### src/rtl/decode_stage.sv
`default_nettype none
// ============================================================================
// Module      : decode_stage
// Description : Registered RISC-V decode stage. It has a valid/ready handshake
//               with a main register plus one skid entry, and a synchronous flush.
// Revision    : 1.0 - initial release
// ============================================================================
module decode_stage #(
    parameter int XLEN = 32,
    parameter int ILEN = 32
) (
    input  logic            clk,
    input  logic            rst_n,
    input  logic            flush,
    input  logic            in_valid,
    output logic            in_ready,
    input  logic [ILEN-1:0] in_instr,
    input  logic [XLEN-1:0] in_pc,
    output logic            out_valid,
    input  logic            out_ready,
    output logic [XLEN-1:0] out_pc,
    output logic [6:0]      out_opcode,
    output logic [4:0]      out_rd,
    output logic [4:0]      out_rs1,
    output logic [4:0]      out_rs2,
    output logic [2:0]      out_funct3,
    output logic [6:0]      out_funct7,
    output logic [2:0]      out_imm_fmt,
    output logic [XLEN-1:0] out_imm,
    output logic            out_illegal
);

    if (ILEN != 32) begin : g_bad_ilen
        $error("decode_stage: ILEN must be 32");
    end
    if (XLEN != 32 && XLEN != 64) begin : g_bad_xlen
        $error("decode_stage: XLEN must be 32 or 64");
    end

    localparam logic [6:0] c_OPC_LOAD     = 7'b0000011;
    localparam logic [6:0] c_OPC_MISC_MEM = 7'b0001111;
    localparam logic [6:0] c_OPC_OP_IMM   = 7'b0010011;
    localparam logic [6:0] c_OPC_AUIPC    = 7'b0010111;
    localparam logic [6:0] c_OPC_OP_IMM32 = 7'b0011011;
    localparam logic [6:0] c_OPC_STORE    = 7'b0100011;
    localparam logic [6:0] c_OPC_OP       = 7'b0110011;
    localparam logic [6:0] c_OPC_LUI      = 7'b0110111;
    localparam logic [6:0] c_OPC_OP32     = 7'b0111011;
    localparam logic [6:0] c_OPC_BRANCH   = 7'b1100011;
    localparam logic [6:0] c_OPC_JALR     = 7'b1100111;
    localparam logic [6:0] c_OPC_JAL      = 7'b1101111;
    localparam logic [6:0] c_OPC_SYSTEM   = 7'b1110011;

    localparam logic [2:0] c_FMT_R = 3'd0;
    localparam logic [2:0] c_FMT_I = 3'd1;
    localparam logic [2:0] c_FMT_S = 3'd2;
    localparam logic [2:0] c_FMT_B = 3'd3;
    localparam logic [2:0] c_FMT_U = 3'd4;
    localparam logic [2:0] c_FMT_J = 3'd5;

    typedef struct packed {
        logic [XLEN-1:0] pc;
        logic [6:0]      opcode;
        logic [4:0]      rd;
        logic [4:0]      rs1;
        logic [4:0]      rs2;
        logic [2:0]      funct3;
        logic [6:0]      funct7;
        logic [2:0]      imm_fmt;
        logic [XLEN-1:0] imm;
        logic            illegal;
    } dec_t;

    dec_t        dec_w;
    logic [31:0] imm32_w;
    logic [2:0]  fmt_w;
    logic        illegal_w;

    always_comb begin
        fmt_w     = c_FMT_R;
        illegal_w = 1'b0;
        unique case (in_instr[6:0])
            c_OPC_LOAD, c_OPC_OP_IMM, c_OPC_JALR,
            c_OPC_MISC_MEM, c_OPC_SYSTEM: fmt_w = c_FMT_I;
            c_OPC_STORE:                  fmt_w = c_FMT_S;
            c_OPC_BRANCH:                 fmt_w = c_FMT_B;
            c_OPC_LUI, c_OPC_AUIPC:       fmt_w = c_FMT_U;
            c_OPC_JAL:                    fmt_w = c_FMT_J;
            c_OPC_OP:                     fmt_w = c_FMT_R;
            c_OPC_OP_IMM32: begin
                if (XLEN == 64) fmt_w = c_FMT_I;
                else            illegal_w = 1'b1;
            end
            c_OPC_OP32: begin
                if (XLEN != 64) illegal_w = 1'b1;
            end
            default:                      illegal_w = 1'b1;
        endcase
    end

    // Immediates are assembled as 32-bit signed values and widened once, so U
    // sign-extends from bit 31 on RV64 like every other format.
    always_comb begin
        imm32_w = '0;
        case (fmt_w)
            c_FMT_I: imm32_w = {{20{in_instr[31]}}, in_instr[31:20]};
            c_FMT_S: imm32_w = {{20{in_instr[31]}}, in_instr[31:25], in_instr[11:7]};
            c_FMT_B: imm32_w = {{20{in_instr[31]}}, in_instr[7], in_instr[30:25],
                                in_instr[11:8], 1'b0};
            c_FMT_U: imm32_w = {in_instr[31:12], 12'b0};
            c_FMT_J: imm32_w = {{12{in_instr[31]}}, in_instr[19:12], in_instr[20],
                                in_instr[30:21], 1'b0};
            default: imm32_w = '0;
        endcase
    end

    always_comb begin
        dec_w         = '0;
        dec_w.pc      = in_pc;
        dec_w.opcode  = in_instr[6:0];
        dec_w.rd      = in_instr[11:7];
        dec_w.rs1     = in_instr[19:15];
        dec_w.rs2     = in_instr[24:20];
        dec_w.funct3  = in_instr[14:12];
        dec_w.funct7  = in_instr[31:25];
        dec_w.illegal = illegal_w;
        dec_w.imm_fmt = illegal_w ? c_FMT_R : fmt_w;
        dec_w.imm     = illegal_w ? '0 : XLEN'($signed(imm32_w));
    end

    dec_t main_q, main_d, skid_q, skid_d;
    logic main_valid_q, main_valid_d, skid_valid_q, skid_valid_d;
    logic accept_w, consume_w;

    assign in_ready  = ~skid_valid_q;
    assign accept_w  = in_valid & in_ready;
    assign consume_w = main_valid_q & out_ready;

    always_comb begin
        main_d       = main_q;
        skid_d       = skid_q;
        main_valid_d = main_valid_q;
        skid_valid_d = skid_valid_q;
        if (flush) begin
            main_valid_d = 1'b0;
            skid_valid_d = 1'b0;
        end else if (consume_w) begin
            // A full skid blocks accept, so refill from skid takes precedence.
            if (skid_valid_q) begin
                main_d       = skid_q;
                main_valid_d = 1'b1;
                skid_valid_d = 1'b0;
            end else if (accept_w) begin
                main_d       = dec_w;
                main_valid_d = 1'b1;
            end else begin
                main_valid_d = 1'b0;
            end
        end else if (accept_w) begin
            if (!main_valid_q) begin
                main_d       = dec_w;
                main_valid_d = 1'b1;
            end else begin
                skid_d       = dec_w;
                skid_valid_d = 1'b1;
            end
        end
    end

    always_ff @(posedge clk or negedge rst_n) begin
        if (!rst_n) begin
            main_q       <= '0;
            skid_q       <= '0;
            main_valid_q <= 1'b0;
            skid_valid_q <= 1'b0;
        end else begin
            main_q       <= main_d;
            skid_q       <= skid_d;
            main_valid_q <= main_valid_d;
            skid_valid_q <= skid_valid_d;
        end
    end

    assign out_valid   = main_valid_q;
    assign out_pc      = main_q.pc;
    assign out_opcode  = main_q.opcode;
    assign out_rd      = main_q.rd;
    assign out_rs1     = main_q.rs1;
    assign out_rs2     = main_q.rs2;
    assign out_funct3  = main_q.funct3;
    assign out_funct7  = main_q.funct7;
    assign out_imm_fmt = main_q.imm_fmt;
    assign out_imm     = main_q.imm;
    assign out_illegal = main_q.illegal;

endmodule
`default_nettype wire

### config.mk
export PLATFORM = sky130hd
export DESIGN_NAME = decode_stage
export DESIGN_NICKNAME = d
export VERILOG_FILES = /design/src/rtl/decode_stage.sv
export SDC_FILE = /design/constraint.sdc
export NUM_CORES = 1
export LEC_CHECK = 0
export ABC_AREA = 1
export CORE_MARGIN = 5
export CORE_UTILIZATION = 54
export CTS_BUF_LIST = sky130_fd_sc_hd__clkbuf_4 sky130_fd_sc_hd__clkbuf_8
export DETAILED_ROUTE_END_ITERATION = 16
export HOLD_SLACK_MARGIN = 0.06
export PLACE_DENSITY = 0.84
export SLEW_MARGIN = 20
export SYNTH_ARGS = -nofsm -noshare
export SYNTH_HDL_FRONTEND = slang
export SYNTH_SLANG_ARGS = --single-unit
### constraint.sdc
create_clock -name clk -period 2.05 [get_ports clk]
set_input_delay 0.205 -clock clk [delete_from_list [all_inputs] [get_ports clk]]
set_output_delay 0.205 -clock clk [all_outputs]
set_load 0.01 [all_outputs]
==> results.json, run 1 <==
{
  "status": "complete, no violations",
  "syn_to_final_growth_pct": 33.4,
  "io_pins": 171,
  "path_cells": "clkdlybuf4s50_1, nand2_2, buf_4, nor2_2, nand2_1, ha_1, inv_1, nand2_1, nand3_4, buf_4, nand2_1, nor2_1, o21ai_2, nand2_1, nand2_1, nand2_1",
  "final.setup.tns_ns": 0,
  "place_area_sq_um": 11400,
  "num_vias": 8034,
  "clk_path_buf_depth": 3,
  "track_usage": 0.244,
  "num-fill-cells": 1179,
  "design_area_sq_um": 12200,
  "period_minus_slack_ns": 1.91,
  "finalSetupViolCount": 0,
  "synth_top_cell_by_area": "dfrtp_1",
  "power.density_nw_per_um2": 873,
  "wl_per_cell_um": 16.0,
  "cp_common_cell": "nand2_1",
  "fin_ws_ns": 0.141,
  "path_max_fanout": 5,
  "h-tree-depth": 2,
  "critPathLaunchType": "primary input",
  "cts.clk_slew.worst_paths_ns": 0.06,
  "tightest_slew_ns": 0.604,
  "grt_overflow": 0,
  "synth.net_count": 1133,
  "worstPathArrival_ns": 2.36,
  "clk_latency_ns": 0.51,
  "stdcell_count": 1502,
  "end_kind": "flip-flop",
  "gp_congestion": 0.900,
  "fin_nets": 1329,
  "clock.fmax_mhz": 524,
  "slowest_stage": "clkdlybuf4s50_1",
  "cts_tree": "built",
  "worst_hold_slack_ns": 0.0645,
  "synth_warnings": 0,
  "die_h_um": 140,
  "synthesis.area_sq_um": 9110,
  "start_util": 0.550,
  "antenna_cells": 0,
  "drv_slew": 0,
  "drc": 0,
  "ys_top_cells_by_count": "361 x nand2_1, 202 x dfrtp_1, 142 x nor2_1, 64 x a31oi_1, 48 x o21ai_0",
  "ys_types": 27,
  "fp-row-count": 47,
  "grt_pass1_vias": 7859,
  "drv_cap": 0,
  "max_stage_delay_ns": 0.52,
  "cts_buffers": 35,
  "die_w_um": 140,
  "dp_hpwl_um": 16500,
  "synth_edf_count": 0,
  "ir_drop_uv": 492,
  "fin_crit_sh": 0.931,
  "post-place-cells": 1441,
  "required_ns": 2.50,
  "cp_top_family": "simple AND/OR/NAND/NOR gates",
  "ys.flop_type": "dfrtp_1",
  "yosysMostFrequentCell": "nand2_1",
  "core-area_sq_um": 16600,
  "yosysSeqAreaShare": 0.555,
  "drive_above_1_share": 0.116,
  "drtAntennaViolNets": 0,
  "die_area_sq_um": 19600,
  "relSlewSlack": 0.597,
  "syn_avg_cell_area_sq_um": 8.57,
  "antenna_found_initial": 0,
  "path_class": "primary input to flip-flop",
  "dr.pass1.iters": 5,
  "post_cts_buffers": 0,
  "async_flop_share": 1.00,
  "post-synth-top-area-fraction": 0.555,
  "port_buffers": 170,
  "finalClockSkew_ns": 0.0105,
  "p_leak_nw": 5.97,
  "netlist_top_cells_area": "dfrtp_1 55%, nand2_1 15%, nor2_1 5.8%",
  "cp.buffers_inverters": 4,
  "grt_max_degree": 133,
  "min_path_type": "primary input to flip-flop",
  "viasPerCell": 5.35,
  "grt_first_pass_wirelength_um": 39400,
  "hold_viol": 0,
  "routed_wl_um": 24100,
  "synth_cells": 1063,
  "clock_sinks": 202,
  "cts-root-buf": "clkbuf_8",
  "ys_ff_latch": 202,
  "drt_iter0_markers": 747,
  "pre_cts_ws_ns": -0.467
}
==> timing repair <==
item | CTS | global route
endpoints found under the hold margin | 97 | 0
endpoints found under the setup margin | 0 | 44
gates resized for setup | 0 | 12
hold buffers | 1 | 0
==> layer usage <==
metal,vias up,GRT usage,part of all wire
met4,0,0.104,0.037
met3,67,0.0385,0.064
li1,3827,-,-
met2,316,0.397,0.48
met1,3824,0.330,0.42
met5,-,0,0
==> sequential cells by signal, summed over array words and instances, names as in the netlist <==
register	count
skid_q	100
out_imm	32
out_pc	32
out_funct7	7
out_opcode	7
out_rd	5
out_rs1	5
out_rs2	5
out_funct3	3
out_imm_fmt	3
out_illegal	1
out_valid	1
skid_valid_q	1
==> power by group <==
part	internal (W)	switching, W
clock network	0.00233	0.00159
registers	0.00459	0.000325
logic	0.000960	0.000832
total	0.00787	0.00275
==> metrics by stage <==
stage / util / total power [W]
floorplan: - / 0.00570
global placement: 0.685 / 0.00668
detailed placement: 0.685 / 0.00678
CTS: 0.732 / 0.0107
global route: 0.733 / 0.0111
finish: 0.733 / 0.0106
==> cells in the final DEF, fill, tap and decap left out, drive strengths merged, types with 4 or more instances in the layout <==
cell type / count
clkbuf: 56
clkinv: 4
clkdlybuf4s50: 167
nand2: 367
buf: 55
nor2: 147
nor3: 12
nand3: 16
dfrtp: 202
o21ai: 94
a31oi: 64
mux2: 43
inv: 45
==> tightest hold or removal path: cells and delay by family <==
family / cells / cell delay [ns]
buffers and inverters: 1 / 0.17
AND/OR/NAND/NOR: 1 / 0.09
AO/OA/AOI/OAI: 1 / 0.08
==> cell families (layout without fill, tap and decap cells) <==
family                     count (synthesis)  count (layout)  share of synthesized area
and+or+nand+nor                          544             544                      0.234
buffers and inverters                    112             331                     0.0570
adders and majority gates                  1               1                    0.00137
DFF                                      202             202                      0.555
muxes                                     43              43                     0.0531
AOI/OAI and AO/OA                        161             161                     0.0995
==> cell type report <==
type / instances / area (sq um) / share of cell area
flip-flops and latches: 202 / 5050 / 0.416
clock buffers: 55 / 713 / 0.0586
well taps: 220 / 275 / 0.0226
clock inverters: 5 / 50.0 / 0.00412
inverters: 45 / 171 / 0.0141
multi-input cells: 749 / 3580 / 0.294
repair buffers: 226 / 2320 / 0.191
==> path summary, 6_finish.rpt <==
check,from,endpoint,slack (ns),cells past startpoint
worst max register to register,skid_valid_q$_DFFE_PN0P_,skid_q[94]$_DFFE_PN0P_,0.38,5
min in group asynchronous,rst_n,out_opcode[1]$_DFFE_PN0P_,0.21,2
worst max-delay path,in_instr[1],out_imm[4]$_DFFE_PN0P_,0.14,16
max in group asynchronous,rst_n,out_pc[28]$_DFFE_PN0P_,1.09,3
worst min-delay path,in_instr[2],out_opcode[2]$_DFFE_PN0P_,0.06,3
worst min register to register,skid_q[0]$_DFFE_PN0P_,skid_q[0]$_DFFE_PN0P_,0.48,2
No activity file was read; power rests on OpenSTA's default activity.
==> run 2: changes to the inputs <==
Settings changed: GPL_ROUTABILITY_DRIVEN from default to 0, HOLD_SLACK_MARGIN 0.06 to 0.15.
==> run 2 against run 1 <==
Compared with the run above: clock power shrank 5%; clock-buffer cell count rose by 1; first-iteration DRC count shrank 11%; critical path depth fell by 3; sequential power hardly changed; setup slack worse by 0.037 ns; register-to-register slack lost 0.09 ns; cell area shrank 0.10%; power decreased by 1.8%; largest power group unchanged.
==> results.json, run 2 (synthesized netlist as in run 1, its figures left out) <==
{
  "die_w_um": 140,
  "grt_overflow": 0,
  "num_vias": 8125,
  "regMostFlops": "skid_q",
  "fin_crit_sh": 0.949,
  "clock_sinks": 202,
  "path_max_fanout": 25,
  "die_h_um": 140,
  "p_leak_nw": 5.97,
  "h-tree-depth": 2,
  "cts-root-buf": "clkbuf_8",
  "dr.pass1.iters": 5,
  "relSlewSlack": 0.614,
  "finalClockSkew_ns": 0.0142,
  "drc": 0,
  "final_cell_mix": "358 x nand2_1, 202 x dfrtp_1, 166 x clkdlybuf4s50_1",
  "slowest_stage": "clkdlybuf4s50_1",
  "cp_common_cell": "nand2_1",
  "port_buffers": 170,
  "track_usage": 0.251,
  "power.density_nw_per_um2": 859,
  "finalSetupViolCount": 0,
  "ir_drop_uv": 449,
  "min_path_type": "primary input to flip-flop",
  "cp.buffers_inverters": 4,
  "dp_hpwl_um": 16700,
  "path_class": "primary input to flip-flop",
  "grt_first_pass_wirelength_um": 40400,
  "place_area_sq_um": 11400,
  "period_minus_slack_ns": 1.95,
  "io_pins": 171,
  "path_cells": "clkdlybuf4s50_1, nand2_2, buf_4, nor2_4, nand2_1, ha_1, o21ai_2, inv_2, buf_12, o21ai_1, nand2_1, nand2_1, nand2_1",
  "fp-row-count": 47,
  "clk_latency_ns": 0.51,
  "post_cts_buffers": 0,
  "cts_buffers": 35,
  "routed_wl_um": 24600,
  "cp_top_family": "buffers and inverters",
  "final_common_cell": "nand2_1",
  "core-area_sq_um": 16600,
  "drive_above_1_share": 0.118,
  "max_stage_delay_ns": 0.50,
  "wl_per_cell_um": 16.3,
  "cts.clk_slew.worst_paths_ns": 0.06,
  "globalRouteMet1Util": 0.332,
  "die_area_sq_um": 19600,
  "syn_to_final_growth_pct": 33.3,
  "clk_path_buf_depth": 3,
  "drv_cap": 0,
  "hold_viol": 0,
  "end_kind": "flip-flop",
  "antenna_found_initial": 2,
  "grt_max_degree": 133,
  "start_util": 0.550,
  "status": "complete, no violations",
  "grt_pass1_vias": 8093,
  "critPathLaunchType": "primary input",
  "drtAntennaViolNets": 0,
  "grt.met2_usage": 0.401,
  "drt_iter0_markers": 666,
  "viasPerCell": 5.38,
  "design_area_sq_um": 12100,
  "required_ns": 2.44,
  "grt.busiest_layer": "met2",
  "drv_slew": 0,
  "p_total_w": 0.0104,
  "clock.fmax_mhz": 514,
  "grtUsageMet3": 0.0552,
  "cts_tree": "built",
  "largest_reg_flops": 100,
  "worstPathArrival_ns": 2.34,
  "tightest_slew_ns": 0.579,
  "fin_nets": 1334
}
[run 2: cell types whose count changed in the layout (fill, tap and decap cells not counted), moves of 2 or more]
| cell | before | now |
|---|---|---|
| clkbuf_8 | 49 | 45 |
| dlygate4sd3_1 | 1 | 4 |
| o21ai_1 | 44 | 42 |
| o21ai_0 | 44 | 46 |
| diode_2 | 0 | 2 |
| buf_4 | 40 | 44 |
| clkbuf_4 | 7 | 12 |
| buf_12 | 15 | 13 |
[run 2: metrics by stage]
stage	hold slack, ns	cells	setup TNS, ns	worst slack (ns)	util
finish	0.150	1509	0	0.104	0.733
global route	0.160	1509	-0.00307	-0.00283	0.733
detailed placement	0.199	1443	-25.68	-0.483	0.685
floorplan	-0.0906	1063	0	0.0881	-
CTS	0.218	1504	0	0.0531	0.728
global placement	0.193	1443	-19.46	-0.360	0.685
[run 2: power breakdown]
| part | internal, W | leakage, nW | switching [W] |
|---|---|---|---|
| Sequential | 0.00459 | 2.53 | 0.000325 |
| Clock | 0.00214 | 0.387 | 0.00158 |
| Combinational | 0.000959 | 3.06 | 0.000841 |
| Total | 0.00769 | 5.97 | 0.00274 |
[run 2: timing repair]
action                                 CTS  global route
endpoints found under the hold margin  202             4
hold buffers                             1             3
gates resized for setup                  0            13
setup endpoints to repair                0            57
[run 2: routing by layer]
| metal | vias up | wire [um] |
|---|---|---|
| met1 | 3874 | 10100 |
| li1 | 3845 | - |
| met3 | 70 | 1770 |
| met2 | 336 | 11700 |
| met5 | - | 0 |
| met4 | 0 | 1000 |
[run 2: worst paths after layout]
path,start,endpoint,slack [ns],depth (start not counted)
max,in_instr[1],out_imm[30]$_DFFE_PN0P_,0.10,13
min,in_instr[3],skid_q[64]$_DFFE_PN0P_,0.15,4
max reg2reg,out_valid$_DFFE_PN0P_,out_imm[30]$_DFFE_PN0P_,0.29,12
min reg2reg,out_imm[12]$_DFFE_PN0P_,out_imm[12]$_DFFE_PN0P_,0.47,2
max in group asynchronous,rst_n,out_imm[17]$_DFFE_PN0P_,1.12,3
min in group asynchronous,rst_n,skid_q[61]$_DFFE_PN0P_,0.21,2
[run 2: tightest hold or removal path, cell delays in order]
cell	delay [ns]
dlymetal6s2s_1	0.18
inv_2	0.08
buf_4	0.10
o21ai_1	0.05
[run 2: area by class of cell]
| type | instances | area [sq um] |
|---|---|---|
| Sequential cell | 202 | 5050 |
| Fill cell | 1198 | 4430 |
| Multi-Input combinational cell | 749 | 3580 |
| Timing Repair Buffer | 231 | 2340 |
| Clock buffer | 56 | 696 |
| Tap cell | 220 | 275 |
| Inverter | 45 | 171 |
| Clock inverter | 4 | 20.0 |
| Antenna cell | 2 | 5.00 |
